--- config.mk ---
export PLATFORM = sky130hd
export DESIGN_NAME = instr_prefetch_queue_flat
export DESIGN_NICKNAME = d
export VERILOG_FILES = /design/src/rtl/instr_prefetch_queue_if.sv /design/src/rtl/instr_prefetch_queue.sv /design/src/flat_wrapper.sv
export SDC_FILE = /design/constraint.sdc
export NUM_CORES = 1
export LEC_CHECK = 0
export ABC_AREA = 1
export CAP_MARGIN = 20
export CORE_UTILIZATION = 50
export CTS_CLUSTER_SIZE = 10
export DETAILED_ROUTE_END_ITERATION = 8
export DONT_BUFFER_PORTS = 1
export MAX_ROUTING_LAYER = met4
export PLACE_DENSITY = 0.66
export SYNTH_ARGS = -nofsm -noshare
export SYNTH_HDL_FRONTEND = slang
export SYNTH_SLANG_ARGS = --single-unit
--- constraint.sdc ---
create_clock -name clk_i -period 9.2 [get_ports clk_i]
set_input_delay 2.3 -clock clk_i [delete_from_list [all_inputs] [get_ports clk_i]]
set_output_delay 2.3 -clock clk_i [all_outputs]
set_load 0.01 [all_outputs]
--- src/rtl/instr_prefetch_queue_if.sv ---
// Handshake bundle for the instruction prefetch queue.
// The master modport is the prefetch queue: it drives the memory request and
// the instruction stream. The slave modport is its surroundings: the
// instruction memory, the IF/ID consumer and the branch unit.
interface instr_prefetch_queue_if;
    logic        start_i;
    logic        mem_req_o;
    logic [31:0] mem_addr_o;
    logic        mem_ack_i;
    logic [31:0] mem_data_i;
    logic        instr_valid_o;
    logic [31:0] instr_o;
    logic [31:0] instr_pc_o;
    logic        instr_ready_i;
    logic        redirect_i;
    logic [31:0] redirect_pc_i;

    modport master (
        input  start_i, mem_ack_i, mem_data_i, instr_ready_i, redirect_i, redirect_pc_i,
        output mem_req_o, mem_addr_o, instr_valid_o, instr_o, instr_pc_o
    );

    modport slave (
        output start_i, mem_ack_i, mem_data_i, instr_ready_i, redirect_i, redirect_pc_i,
        input  mem_req_o, mem_addr_o, instr_valid_o, instr_o, instr_pc_o
    );
endinterface

--- src/rtl/instr_prefetch_queue.sv ---
// Instruction prefetch queue: sequential word fetch over a req/ack handshake
// into a small FIFO of {pc, instr}, drained by IF/ID through valid/ready.
// A redirect flushes the FIFO and retargets fetch; a response that was already
// in flight when the redirect arrived is discarded.
//
// state | meaning
// ------+---------------------------------------------------------------
// IDLE  | no request outstanding
// REQ   | request outstanding, response will be pushed
// DROP  | request outstanding, response will be discarded (stale)
module instr_prefetch_queue #(
    parameter int          DEPTH    = 4,
    parameter logic [31:0] RESET_PC = 32'h0000_0000
) (
    input  logic                   clk_i,
    input  logic                   rst_i,
    instr_prefetch_queue_if.master bus
);
    localparam int AW = (DEPTH > 1) ? $clog2(DEPTH) : 1;
    localparam int CW = $clog2(DEPTH) + 1;
    localparam logic [CW-1:0] DEPTH_C = CW'(DEPTH);

    typedef enum logic [1:0] {IDLE, REQ, DROP} state_t;

    state_t        r_state;
    logic [31:0]   r_fetch_pc;
    logic          r_mem_req;
    logic [31:0]   r_mem_addr;
    logic [CW-1:0] r_count;
    logic [AW-1:0] r_rd_ptr;
    logic [AW-1:0] r_wr_ptr;
    logic [31:0]   r_pc_mem   [DEPTH];
    logic [31:0]   r_data_mem [DEPTH];
    logic [31:0]   r_instr;
    logic [31:0]   r_instr_pc;

    logic          w_pop;
    logic          w_push;
    logic [CW-1:0] w_count_after_pop;
    logic [CW-1:0] w_count_next;
    logic          w_room;
    logic [AW-1:0] w_rd_next;
    logic [31:0]   w_pc_inc;

    // A redirect voids any pop or push of its own cycle.
    assign w_pop             = (r_count != '0) & bus.instr_ready_i & ~bus.redirect_i;
    assign w_push            = (r_state == REQ) & bus.mem_ack_i & ~bus.redirect_i;
    assign w_count_after_pop = r_count - CW'(w_pop);
    assign w_count_next      = bus.redirect_i ? '0 : (w_count_after_pop + CW'(w_push));
    // A new request is only launched when its response is guaranteed a slot,
    // so an ack can always be accepted without back-pressure to memory.
    assign w_room            = bus.start_i & (w_count_next < DEPTH_C);
    assign w_rd_next         = r_rd_ptr + AW'(w_pop);
    assign w_pc_inc          = r_fetch_pc + 32'd4;

    // Fetch FSM: owns fetch PC and the registered request/address outputs.
    always_ff @(posedge clk_i or posedge rst_i) begin
        if (rst_i) begin
            r_state    <= IDLE;
            r_fetch_pc <= RESET_PC;
            r_mem_req  <= 1'b0;
            r_mem_addr <= 32'h0;
        end else begin
            case (r_state)
                IDLE: begin
                    if (bus.redirect_i) begin
                        r_fetch_pc <= bus.redirect_pc_i;
                    end
                    // Redirect from IDLE issues straight to the new target next cycle.
                    if (w_room) begin
                        r_state    <= REQ;
                        r_mem_req  <= 1'b1;
                        r_mem_addr <= bus.redirect_i ? bus.redirect_pc_i : r_fetch_pc;
                    end
                end
                REQ: begin
                    if (bus.redirect_i) begin
                        r_fetch_pc <= bus.redirect_pc_i;
                        if (bus.mem_ack_i) begin
                            r_state   <= IDLE;
                            r_mem_req <= 1'b0;
                        end else begin
                            r_state <= DROP;
                        end
                    end else if (bus.mem_ack_i) begin
                        r_fetch_pc <= w_pc_inc;
                        if (w_room) begin
                            r_mem_addr <= w_pc_inc;
                        end else begin
                            r_state   <= IDLE;
                            r_mem_req <= 1'b0;
                        end
                    end
                end
                DROP: begin
                    if (bus.redirect_i) begin
                        r_fetch_pc <= bus.redirect_pc_i;
                    end
                    if (bus.mem_ack_i) begin
                        r_state   <= IDLE;
                        r_mem_req <= 1'b0;
                    end
                end
                default: begin
                    r_state   <= IDLE;
                    r_mem_req <= 1'b0;
                end
            endcase
        end
    end

    // FIFO occupancy and pointers; a redirect empties the queue.
    always_ff @(posedge clk_i or posedge rst_i) begin
        if (rst_i) begin
            r_count  <= '0;
            r_rd_ptr <= '0;
            r_wr_ptr <= '0;
        end else if (bus.redirect_i) begin
            r_count  <= '0;
            r_rd_ptr <= '0;
            r_wr_ptr <= '0;
        end else begin
            r_count  <= w_count_next;
            r_rd_ptr <= w_rd_next;
            r_wr_ptr <= r_wr_ptr + AW'(w_push);
        end
    end

    // FIFO storage; contents are only meaningful under r_count, so no reset.
    always_ff @(posedge clk_i) begin
        if (w_push) begin
            r_pc_mem[r_wr_ptr]   <= r_mem_addr;
            r_data_mem[r_wr_ptr] <= bus.mem_data_i;
        end
    end

    // Head register: loads next cycle's head entry; holds when the queue goes empty.
    always_ff @(posedge clk_i or posedge rst_i) begin
        if (rst_i) begin
            r_instr    <= 32'h0;
            r_instr_pc <= 32'h0;
        end else if (w_count_next != '0) begin
            if (w_count_after_pop == '0) begin
                r_instr    <= bus.mem_data_i;
                r_instr_pc <= r_mem_addr;
            end else begin
                r_instr    <= r_data_mem[w_rd_next];
                r_instr_pc <= r_pc_mem[w_rd_next];
            end
        end
    end

    assign bus.mem_req_o     = r_mem_req;
    assign bus.mem_addr_o    = r_mem_addr;
    assign bus.instr_valid_o = (r_count != '0);
    assign bus.instr_o       = r_instr;
    assign bus.instr_pc_o    = r_instr_pc;

endmodule

--- src/flat_wrapper.sv ---
// flat-port wrapper written by rule: the top's interface ports become plain ports
module instr_prefetch_queue_flat 
#(
    parameter int          DEPTH    = 4,
    parameter logic [31:0] RESET_PC = 32'h0000_0000
)
  (clk_i, rst_i, bus_start_i, bus_mem_ack_i, bus_mem_data_i, bus_instr_ready_i, bus_redirect_i, bus_redirect_pc_i, bus_mem_req_o, bus_mem_addr_o, bus_instr_valid_o, bus_instr_o, bus_instr_pc_o);
  instr_prefetch_queue_if bus_i ();
  input  logic clk_i;
  input  logic rst_i;
  input wire logic [$bits(bus_i.start_i)-1:0] bus_start_i;
  input wire logic [$bits(bus_i.mem_ack_i)-1:0] bus_mem_ack_i;
  input wire logic [$bits(bus_i.mem_data_i)-1:0] bus_mem_data_i;
  input wire logic [$bits(bus_i.instr_ready_i)-1:0] bus_instr_ready_i;
  input wire logic [$bits(bus_i.redirect_i)-1:0] bus_redirect_i;
  input wire logic [$bits(bus_i.redirect_pc_i)-1:0] bus_redirect_pc_i;
  output wire logic [$bits(bus_i.mem_req_o)-1:0] bus_mem_req_o;
  output wire logic [$bits(bus_i.mem_addr_o)-1:0] bus_mem_addr_o;
  output wire logic [$bits(bus_i.instr_valid_o)-1:0] bus_instr_valid_o;
  output wire logic [$bits(bus_i.instr_o)-1:0] bus_instr_o;
  output wire logic [$bits(bus_i.instr_pc_o)-1:0] bus_instr_pc_o;
  assign bus_i.start_i = bus_start_i;
  assign bus_i.mem_ack_i = bus_mem_ack_i;
  assign bus_i.mem_data_i = bus_mem_data_i;
  assign bus_i.instr_ready_i = bus_instr_ready_i;
  assign bus_i.redirect_i = bus_redirect_i;
  assign bus_i.redirect_pc_i = bus_redirect_pc_i;
  assign bus_mem_req_o = bus_i.mem_req_o;
  assign bus_mem_addr_o = bus_i.mem_addr_o;
  assign bus_instr_valid_o = bus_i.instr_valid_o;
  assign bus_instr_o = bus_i.instr_o;
  assign bus_instr_pc_o = bus_i.instr_pc_o;
  instr_prefetch_queue #(.DEPTH(DEPTH), .RESET_PC(RESET_PC)) u_core (.clk_i(clk_i), .rst_i(rst_i), .bus(bus_i));
endmodule
==> flow_summary.rst <==
.. list-table::
   :header-rows: 1

   * - Metric
     - Value
   * - Multiplexer share of the synthesized area
     - 0.121%
   * - Share of the synthesized area in compound gates (AO/OA/AOI/OAI)
     - 9.96%
   * - Startpoint of the worst register-to-register path
     - u_core.r_state[0]
   * - Number of gates resized after cts
     - 0
   * - Number of buffers on the longest clock path
     - 3
   * - Number of antenna-violating nets in the routed design
     - 0
   * - Sw Share
     - 39.0%
   * - Starting DRT DRC Count
     - 973
   * - Cell internal pwr
     - 3.88 mW
   * - Syn_nets
     - 1835
   * - Worst slew margin relative to its limit
     - 21.7%
   * - Maximum resistive drop on vdd
     - 0.280 mV
   * - Layout net count
     - 1796
   * - Inserted Diodes
     - 0
   * - Y dimension of the die
     - 190 um
   * - Clock Pin Slew Worst Setup and Hold Paths
     - 0.05 ns
   * - Cell area after technology mapping
     - 17600 um2
   * - Worst endpoint data arrival time
     - 5.76 ns
   * - Area share of fa/ha/maj cells after synthesis
     - 0.496%
   * - Number of hold-slack violations in the final timing report
     - 0
   * - Pin count of the biggest net entering global routing
     - 89
   * - Part of the Yosys area used for sequential elements
     - 63.1%
   * - Worst Min Path Start
     - u_core.r_fetch_pc[0]
   * - Startpoint type of the worst setup path
     - input port
   * - Synthesized area per cell
     - 10.0 um2
   * - Clock latency reported for the late side of the worst-skew pair
     - 0.54 ns
   * - Final Core Density
     - 55.5%
   * - Detailed-router iteration count before antenna repair
     - 5
   * - # clock sinks
     - 394
   * - H-tree depth
     - 2
   * - CTS tree
     - done
   * - Combinational family with the most area after synthesis
     - simple AND/OR/NAND/NOR gates
   * - RSZ-0062 raised after global routing
     - false
   * - Last weighted congestion value of the routability-driven placer
     - 0.934
   * - Starting Density
     - 51.0%
   * - Fmax achieved
     - 0.186 GHz
   * - Number of flops mapped to enable cells by yosys
     - 256
   * - Nature of the critical path endpoint
     - flop
   * - Via count of the routed design
     - 12300
   * - Number of buffers inserted during clock tree synthesis
     - 46
   * - Hold buffer count at cts
     - 0
   * - Worst EP required
     - 9.59 ns
   * - Die footprint
     - 36000 um2
   * - All-Layer GR Usage
     - 24.8%
   * - Synth unique cells
     - 46
   * - Crit share post-route
     - 58.4%
   * - Overflow left after global routing
     - 0
   * - Startpoint of the worst setup timing path
     - bus_redirect_i
   * - Clk root buf
     - clkbuf_16
   * - Slew @ Worst Pin
     - 1.17 ns
   * - Number of antenna violations at the first check in global routing
     - 0
   * - Power per cell area
     - 331 nW/um2
   * - Worst-case clock skew
     - 0.0120 ns
   * - Detailed-route vias per instance
     - 5.57
   * - Flop and latch count out of synthesis
     - 394
   * - Share of synthesized registers carrying an async set or reset
     - 35.0%
   * - Global-route wire length before repair
     - 67.5 mm
   * - Lkg Pwr
     - 7.32 nW
   * - Share of layout cells above drive strength 1
     - 7.35%
   * - Final std cells w/o fill
     - 2211
   * - PortBufs
     - 0
   * - Worst setup slack for register-to-register paths
     - 4.97 ns
   * - Worst setup path class
     - in2reg
   * - Final setup violation count
     - 0
   * - IO Pins
     - 168
   * - Half-perimeter wire length after placement
     - 24.3 mm
   * - Cell count after synthesis
     - 1758
   * - Top_reg_cell synth
     - edfxtp_1
   * - Max capacitance violation total
     - 0
   * - Horiz. Die Dim
     - 190 um
   * - Worst Hold Class
     - reg2reg
   * - Warning count from the yosys run
     - 0
   * - Run status
     - complete, no violations
   * - Synthesized-area fraction occupied by and/or/nand/nor cells
     - 21.2%
   * - Net switching power of the design
     - 2.47 mW
   * - Post-Route Setup TNS
     - 0 ns
   * - Routed Wire Length
     - 42.9 mm
   * - Area of the core
     - 34600 um2
   * - Final Critical Period
     - 5.37 ns
   * - Standard-cell row count
     - 68
   * - Final slew viol count
     - 0
   * - Combinational cell fraction of total power
     - 29.4%
   * - Post-synthesis xor/xnor area fraction
     - 0.830%
   * - Worst hold stages
     - 2
   * - Most used cells in the layout excluding fill and tap cells
     - nand2_1, edfxtp_1, nor2_1
   * - Part of the total power dissipated in the clock network
     - 25.6%
   * - Reg2Reg Depth
     - 13
   * - Number of buffers added for setup after CTS
     - 0
   * - Crit path max fanout
     - 82
   * - Placed cells
     - 2126
   * - DRC
     - 0
   * - Via count of the first global-routing pass
     - 11900
   * - Sequential Power Share
     - 44.9%
   * - WL/cell
     - 19.4 um
   * - Relative area change from synthesis to final layout
     - 8.87%
   * - Commonest non-fill, non-tap cell in the layout
     - nand2_1
## power groups by stage
stage | sequential [mW] | combinational (mW) | clock, mW
after floorplan | 2.69 | 1.53 | 0
after global placement | 2.88 | 1.82 | 0
after detailed placement | 2.89 | 1.88 | 0
after CTS | 2.86 | 1.88 | 1.66
after global routing | 2.91 | 2.13 | 1.73
final | 2.85 | 1.87 | 1.63
## per-layer routing
layer	global-route usage, %	routed length (um)
met1	33.4	18700
met2	39.3	20300
met3	4.02	3020
met4	6.48	833
met5	-	0
## critical path, stage by stage
cell      delay (ns)
inv_2           0.42
nand2_1         0.10
nor2_1          0.26
ha_4            0.52
clkinv_2        0.68
buf_4           0.61
or2_2           0.40
o211ai_1        0.09
nand3_1         0.09
o21ai_0         0.10
a21oi_1         0.10
## worst paths after layout
check,end
max,u_core.bus.instr_pc_o[26]
min,u_core.r_fetch_pc[0]
max reg2reg,u_core.bus.instr_pc_o[6]
min reg2reg,u_core.r_fetch_pc[0]
max in group asynchronous,u_core.bus.instr_pc_o[7]
min in group asynchronous,u_core.r_fetch_pc[27]
## stage by stage
stage | setup WS [ns] | hold WS [ns] | total power [mW] | cell area (um2)
2_1_floorplan | 1.25 | 0.455 | 4.22 | 17600
3_3_place_gp | 3.30 | 0.469 | 4.70 | 17900
3_5_place_dp | 3.30 | 0.481 | 4.77 | 17900
4_1_cts | 3.86 | 0.493 | 6.40 | 19200
5_1_grt | 3.53 | 0.526 | 6.77 | 19200
6_report | 3.83 | 0.491 | 6.35 | 19200
## sequential cells by signal, indices dropped and copies added (netlist names)
register               cells
u_core.r_rd_ptr            2
u_core.bus.mem_addr_o     32
u_core.r_wr_ptr            2
u_core.r_count             3
u_core.bus.mem_req_o       1
u_core.r_pc_mem          128
u_core.bus.instr_o        32
u_core.r_data_mem        128
u_core.r_state             2
u_core.r_fetch_pc         32
u_core.bus.instr_pc_o     32
## cells in the mapped netlist (8+ instances only)
library cell | number | area [um2]
nand2_1 | 498 | 1870
edfxtp_1 | 256 | 7690
nor2_1 | 162 | 608
dfrtp_1 | 138 | 3450
a21oi_1 | 104 | 521
nand3_1 | 103 | 515
o21ai_0 | 92 | 460
o211ai_1 | 69 | 518
buf_2 | 58 | 290
inv_1 | 58 | 218
or2_0 | 40 | 250
clkbuf_1 | 26 | 97.6
or2_2 | 24 | 150
a211oi_1 | 16 | 120
xor2_1 | 10 | 87.6
nor3_1 | 9 | 45.0
buf_4 | 8 | 60.1
## area by class of cell
type | count | area [um2]
Inverter | 66 | 254
Sequential cell | 394 | 11100
Tap cell | 455 | 569
Timing Repair Buffer | 14 | 105
Clock buffer | 80 | 1300
Fill cell | 2921 | 15400
Clock inverter | 5 | 28.8
Multi-Input combinational cell | 1197 | 5810
## kinds of logic (layout without fill, tap and decap cells)
logic type / after synthesis / after routing
AO/OA/AOI/OAI: 302 / 302
XOR/XNOR: 15 / 15
adder cells (fa/ha/maj): 7 / 7
buffers and inverters: 167 / 165
flip-flops: 394 / 394
multiplexers: 2 / 2
AND/OR/NAND/NOR: 871 / 871
(Power assumes the default switching activity.)
